File: src/rtl/shift_register_rx.sv
// Serial-to-parallel receiver: oversamples an asynchronous serial clock/data pair
// and assembles MSB-first frames of WIDTH bits, discarding stalled partial frames.
module shift_register_rx #(
  parameter int WIDTH          = 8,
  parameter int TIMEOUT_CYCLES = 256
) (
  input  logic             i_clk,
  input  logic             i_reset_n,
  input  logic             i_en,
  input  logic             i_serial_clk,
  input  logic             i_serial_data,
  output logic [WIDTH-1:0] o_parallel_data,
  output logic             o_data_stb,
  output logic             o_busy,
  output logic             o_timeout_stb
);

  localparam int SYNC_STAGES = 2;
  localparam int CNT_W       = (WIDTH > 2) ? $clog2(WIDTH) : 1;
  localparam int IDLE_W      = $clog2(TIMEOUT_CYCLES);

  localparam logic [CNT_W-1:0]  LAST_BIT  = CNT_W'(WIDTH - 1);
  localparam logic [IDLE_W-1:0] IDLE_LAST = IDLE_W'(TIMEOUT_CYCLES - 1);

  typedef enum logic {
    IDLE = 1'b0,
    RECV = 1'b1
  } state_t;

  // Synchronizer chains; the clock path carries one extra history flop for edge detection.
  logic [SYNC_STAGES-1:0] sclk_sync_reg;
  logic [SYNC_STAGES-1:0] sdat_sync_reg;
  logic                   sclk_hist_reg;

  state_t              state_reg, state_next;
  logic [WIDTH-1:0]    shift_reg, shift_next;
  logic [CNT_W-1:0]    count_reg, count_next;
  logic [IDLE_W-1:0]   idle_reg, idle_next;
  logic [WIDTH-1:0]    data_reg, data_next;
  logic                dstb_reg, dstb_next;
  logic                tstb_reg, tstb_next;

  logic serial_rise;
  logic accept;
  logic rx_bit;
  logic [WIDTH-1:0] shifted;

  always_ff @(posedge i_clk) begin
    if (!i_reset_n) begin
      // Clock path resets high so a serial clock held high across release is not an edge.
      sclk_sync_reg <= '1;
      sclk_hist_reg <= 1'b1;
      sdat_sync_reg <= '0;
    end else begin
      sclk_sync_reg <= {sclk_sync_reg[SYNC_STAGES-2:0], i_serial_clk};
      sclk_hist_reg <= sclk_sync_reg[SYNC_STAGES-1];
      sdat_sync_reg <= {sdat_sync_reg[SYNC_STAGES-2:0], i_serial_data};
    end
  end

  assign serial_rise = sclk_sync_reg[SYNC_STAGES-1] & ~sclk_hist_reg;
  assign accept      = serial_rise & i_en;
  assign rx_bit      = sdat_sync_reg[SYNC_STAGES-1];
  assign shifted     = {shift_reg[WIDTH-2:0], rx_bit};

  always_ff @(posedge i_clk) begin
    if (!i_reset_n) begin
      state_reg <= IDLE;
      shift_reg <= '0;
      count_reg <= '0;
      idle_reg  <= '0;
      data_reg  <= '0;
      dstb_reg  <= 1'b0;
      tstb_reg  <= 1'b0;
    end else begin
      state_reg <= state_next;
      shift_reg <= shift_next;
      count_reg <= count_next;
      idle_reg  <= idle_next;
      data_reg  <= data_next;
      dstb_reg  <= dstb_next;
      tstb_reg  <= tstb_next;
    end
  end

  always_comb begin
    state_next = state_reg;
    shift_next = shift_reg;
    count_next = count_reg;
    idle_next  = idle_reg;
    data_next  = data_reg;
    dstb_next  = 1'b0;
    tstb_next  = 1'b0;

    if (!i_en) begin
      state_next = IDLE;
      shift_next = '0;
      count_next = '0;
      idle_next  = '0;
    end else begin
      case (state_reg)
        IDLE: begin
          idle_next = '0;
          if (accept) begin
            shift_next = shifted;
            count_next = CNT_W'(1);
            state_next = RECV;
          end
        end
        RECV: begin
          // An edge always beats a coincident timeout.
          if (accept) begin
            idle_next  = '0;
            shift_next = shifted;
            if (count_reg == LAST_BIT) begin
              data_next  = shifted;
              dstb_next  = 1'b1;
              count_next = '0;
              state_next = IDLE;
            end else begin
              count_next = count_reg + CNT_W'(1);
            end
          end else if (idle_reg == IDLE_LAST) begin
            tstb_next  = 1'b1;
            shift_next = '0;
            count_next = '0;
            idle_next  = '0;
            state_next = IDLE;
          end else begin
            idle_next = idle_reg + IDLE_W'(1);
          end
        end
        default: begin
          state_next = IDLE;
          count_next = '0;
          idle_next  = '0;
        end
      endcase
    end
  end

  assign o_parallel_data = data_reg;
  assign o_data_stb      = dstb_reg;
  assign o_timeout_stb   = tstb_reg;
  assign o_busy          = (state_reg == RECV);

endmodule

File: config.mk
export PLATFORM = sky130hd
export DESIGN_NAME = shift_register_rx
export DESIGN_NICKNAME = d
export VERILOG_FILES = /design/src/rtl/shift_register_rx.sv
export SDC_FILE = /design/constraint.sdc
export NUM_CORES = 1
export LEC_CHECK = 0
export ABC_AREA = 1
export BUFFER_PORTS_ARGS = -buffer_cell sky130_fd_sc_hd__buf_2
export CORE_MARGIN = 1
export CORE_UTILIZATION = 40
export DETAILED_ROUTE_END_ITERATION = 12
export SKIP_CTS_REPAIR_TIMING = 1
export SYNTH_ARGS = -nofsm -noshare
export SYNTH_HDL_FRONTEND = slang
export SYNTH_SLANG_ARGS = --single-unit
File: constraint.sdc
create_clock -name i_clk -period 2.5 [get_ports i_clk]
set_input_delay 0.5 -clock i_clk [delete_from_list [all_inputs] [get_ports i_clk]]
set_output_delay 0.5 -clock i_clk [all_outputs]
set_load 0.01 [all_outputs]
Word-level counts from Yosys, hierarchy flattened

Index checks and enable logic that the tools add are counted.

Register bits after elaboration: 34
Bits of input ports: 5
Logic and storage cells: 46
Output and inout bits: 11

Multiplexer cells: 19
$add $sub $neg: 2
Reductions and logical operators: 5
Equal/unequal tests: 4
Bitwise operators: 6

Operators with widths:

| kind                                          | count |
|---|---|
| two-way mux 7 bit                             | 3 |
| two-way mux 8 bit                             | 2 |
| case mux 8 bit (2 select lines)               | 1 |
| case mux 7 bit (2 select lines)               | 1 |
| two-way mux 3 bit                             | 4 |
| adder 8 x 1 -> 8 bit, second input constant   | 1 |
| equality test 8 bit, second input constant    | 1 |
| AND reduction 4 bit                           | 2 |
| two-way mux 1 bit                             | 6 |
| case mux 3 bit (2 select lines)               | 1 |
| NOT 1 bit                                     | 4 |
| AND reduction 2 bit                           | 2 |
| OR reduction 4 bit                            | 1 |
| adder 3 x 1 -> 3 bit, second input constant   | 1 |
| equality test 3 bit, second input constant    | 1 |
| != test 3 x 1 -> 1 bit, second input constant | 1 |
| AND 1 bit                                     | 2 |
| != test 2 bit, second input constant          | 1 |
| case mux 1 bit (2 select lines)               | 1 |

Depth between registers and ports, before layout

Word-level depth: 5
Gate-level depth with buffers: 7
Depth with buffers taken out: 7

Worst setup path before layout

No wires, ideal clock.

Kind: reg2reg
From: reg idle_reg[0]
To: reg count_reg[0]
Arrival: 1.022 ns
Cell stages (with the launch flop): 7
Slack: 1.345 ns
Data required time: 2.368 ns
Setup time: 0.132 ns
Path buffers: 0
Period minus slack after synthesis: 1.155 ns
Path through: dfxtp_1 > ha_1 > nand2_1 > nor2_1 > nand3_2 > nand3_1 > a21oi_1

Cells in the longest elaborated chain, start to end: 3

Ends and longest elaborated chain:

| what                             | RTL line | RTL |
|---|---|---|
| start: declaration               | 38       | `logic [IDLE_W-1:0] idle_reg, idle_next;` |
| start signal: assignment         | 79       | `idle_reg <= idle_next;` |
| equality test 8 bit              | 123      | `end else if (idle_reg == IDLE_LAST) begin` |
| != test 3 x 1 -> 1 bit (no line) | --       |  |
| AND reduction 2 bit (no line)    | --       |  |
| end signal: assignment           | 78       | `count_reg <= count_next;` |
| end: declaration                 | 37       | `logic [CNT_W-1:0] count_reg, count_next;` |

Every way passes these cells.
A chain may end at the register's enable or synchronous reset.

Worst setup path after layout

From: reg state_reg, in the netlist o_busy
To: out o_busy

RTL lines:

| what                     | RTL line | RTL |
|---|---|---|
| start: declaration       | 35       | `state_t state_reg, state_next;` |
| start signal: assignment | 76       | `state_reg <= state_next;` |
| end: declaration         | 14       | `output logic o_busy,` |

No word-level cell between the ends.

==> summary.md <==
| Metric | Value |
|---|---|
| Status | `finished clean` |
| Dpl ws | `approximately 0.81 ns` |
| Post-Syn Instances | `between 150 and 200` |
| Max Slew Vio Count | `0` |
| P per Cell Area | `580 nW/um2` |
| Post-route insts no fill | `222` |
| RR Startpoint | `idle_reg[0]$_SDFF_PP0_` |
| Inserted Clock Buffers | `5` |
| Sequential fraction of the synthesis area | `50.9%` |
| Layout cells sized above 1 | `20.2%` |
| HPWL after detailed placement | `1.77 mm` |
| Slew headroom | `71.5%` |
| Horiz. Die Dim | `around 60 um` |
| Critical path class | `reg -> out` |
| Iter 0 DRT Violations | `42` |
| Via density | `~4.8` |
| Clock Tree Buf Depth | `2` |
| Critical-path top delay cell | `dfxtp_1` |
| Final GP Congestion | `between 0.7 and 0.8` |
| Die footprint | `about 3600 um2` |
| Rows | `20` |
| Max cap viols | `0` |
| Global-route usage over all layers | `approximately 16%` |
| Critical path required time | `2.00 ns` |
| Combinational family with the most area after synthesis | `simple AND/OR/NAND/NOR gates` |
| Clock Pin Slew Worst Setup and Hold Paths | `approximately 0.1 ns` |
| Worst path cell trace | `buf_2` |
| Netlist Area Pre-Place | `between 1000 and 1500 um2` |
| Critical Path AT | `around 0.94 ns` |
| Unrepaired setup endpoints after global routing | `false` |
| Hold Vio Cnt, Final | `0` |
| Initial core utilization | `43.1%` |
| Leak | `around 0.64 nW` |
| Residual DRC | `0` |
| Post-Syn Nets | `167` |
| Area of the core | `about 3100 um2` |
| IO Port Bufs | `15` |
| Distinct cells, synth | `22` |
| Worst hold slack | `between 0.3 and 0.4 ns` |
| Yosys reg bits | `34` |
| Utilization after layout | `about half` |
| CP max FO | `5` |
| First-pass GRT wire length | `roughly 4.2 mm` |
| Dominant cell type by area after synthesis | `dfxtp_1` |
| CTS H-tree depth | `2` |
| Root buffer cell | `clkbuf_4` |
| Die Ht | `between 50 and 60 um` |
| Worst setup SP type | `register` |
| Yosys warns | `0` |
| DR pass1 iterations | `4` |
| Setup Skew | `~0.012 ns` |
| DP Cell Count | `about 210` |
| Post-layout worst setup margin | `1.06 ns` |
| Worst skew pair latency | `0.33 ns` |
| Mux cell area share after synthesis | `0%` |
| Synth Area in XOR/XNOR | `0%` |
| Top post-synthesis cells by area | `dfxtp_1 (51%), nand2_1 (7.9%), nor2_1 (6.5%)` |
| Final setup violating endpoints | `0` |
| DR WL/cell | `about 11 um` |
| Simple-gate area share of the yosys netlist | `around a third` |
| WP buf/inv | `1` |
| Crit path launch | `o_busy$_SDFF_PN0_` |
| Min-delay src | `i_serial_data` |
| Worst-margin pin slew | `0.427 ns` |
| Final min period | `around 1.4 ns` |
| # IOs | `16` |
| Nets | `186` |
| Area growth from synthesis to final layout | `13.3%` |
| Initial antenna violation count | `0` |
| Part of the cycle the worst path needs | `57.6%` |
| Routed WL | `~2.4 mm` |
| Delay-heaviest family, CP | `flip-flops` |
| Synth Area in Adders | `3.74%` |
| Pin count of the biggest net entering global routing | `16` |
| Post-DRT Antenna Nets | `0` |
| Synth top area share | `around 51%` |
| DR vias | `1062` |
| Synthesized area per cell | `between 8 and 9 um2` |
| N_diodes | `0` |
| FMAX | `between 600 and 700 MHz` |
| Compound-Gate Fraction of Synth Area | `approximately 8.6%` |
| Peak supply drop | `around 240 uV` |
| CTS tree | `yes` |
| Peak per-stage delay on the critical path | `0.45 ns` |
| Hold Crit Class | `in -> reg` |
| Vias in the first global route | `1000` |
| Clk sink count | `34` |
| Setup tns final | `0 ns` |
| Endpoint class of the critical path | `output pin` |
| Overflow after GRT | `0` |
## final timing paths
path | end | slack (ns) | cells after the start
setup / recovery | o_busy | 1.06 | 1
hold reg to reg | sclk_sync_reg[1]$_SDFF_PN1_ | 0.43 | 2
setup reg to reg | shift_reg[0]$_SDFFE_PN0P_ | 1.11 | 6
hold / removal | sdat_sync_reg[0]$_SDFF_PN0_ | 0.34 | 3
## area by class of cell
type                    instances  area [um2]
clock buffers                   7        55.1
clock inverters                 1        5.00
fillers                       324        1590
inverters                      14        57.6
multi-input cells             107         587
flip-flops and latches         34         681
well taps                      44        55.1
repair buffers                 15        75.1
## where the power goes
part           internal, mW  switching [mW]
Sequential            0.545         0.00182
Combinational       0.00653          0.0147
Clock                 0.136           0.174
Total                 0.688           0.191
## stage by stage
step,total power [mW],instance area (um2)
2_1_floorplan,0.573,1340
3_3_place_gp,0.580,1460
3_5_place_dp,0.581,1460
4_1_cts,0.893,1520
5_1_grt,0.919,1520
6_report,0.878,1520
## synth_stat cells
| cell type | instances |
|---|---|
| dfxtp_1 | 34 |
| nand2_1 | 28 |
| nor2_1 | 23 |
| a21oi_1 | 14 |
| nand3_1 | 14 |
| inv_1 | 11 |
| o21ai_1 | 8 |
| ha_1 | 4 |
| nor2_2 | 3 |
| nor3b_2 | 3 |
| clkbuf_1 | 2 |
| inv_2 | 2 |
| nand3_4 | 2 |
| nand3b_1 | 2 |
| buf_2 | 1 |
| clkinv_4 | 1 |
| nand2_4 | 1 |
| nand3_2 | 1 |
| nand4_1 | 1 |
| nor2_8 | 1 |
| nor4_1 | 1 |
| o21ai_0 | 1 |
## logic make-up (layout without fill, tap and decap cells)
family / after synthesis / in the layout
and+or+nand+nor: 80 / 80
AOI/OAI and AO/OA: 23 / 23
DFF: 34 / 34
adders and majority gates: 4 / 4
buffers and inverters: 17 / 37
## layer usage
metal | share of wire (%) | global-route usage, % | vias up
li1 | - | - | 559
met2 | 45 | 25.7 | 19
met5 | 0 | 0 | -
met4 | 1.8 | 7.31 | 0
met3 | 5.1 | 6.49 | 6
met1 | 48 | 19.3 | 478
## placed cells by master, fill, tap and decap left out, drive strengths merged, types with 4 or more instances in the layout
| cell type | count |
|---|---|
| a21oi | 14 |
| buf | 15 |
| clkbuf | 7 |
| dfxtp | 34 |
| ha | 4 |
| inv | 13 |
| nand2 | 29 |
| nand3 | 17 |
| nor2 | 27 |
| o21ai | 9 |
(Power assumes the default switching activity.)
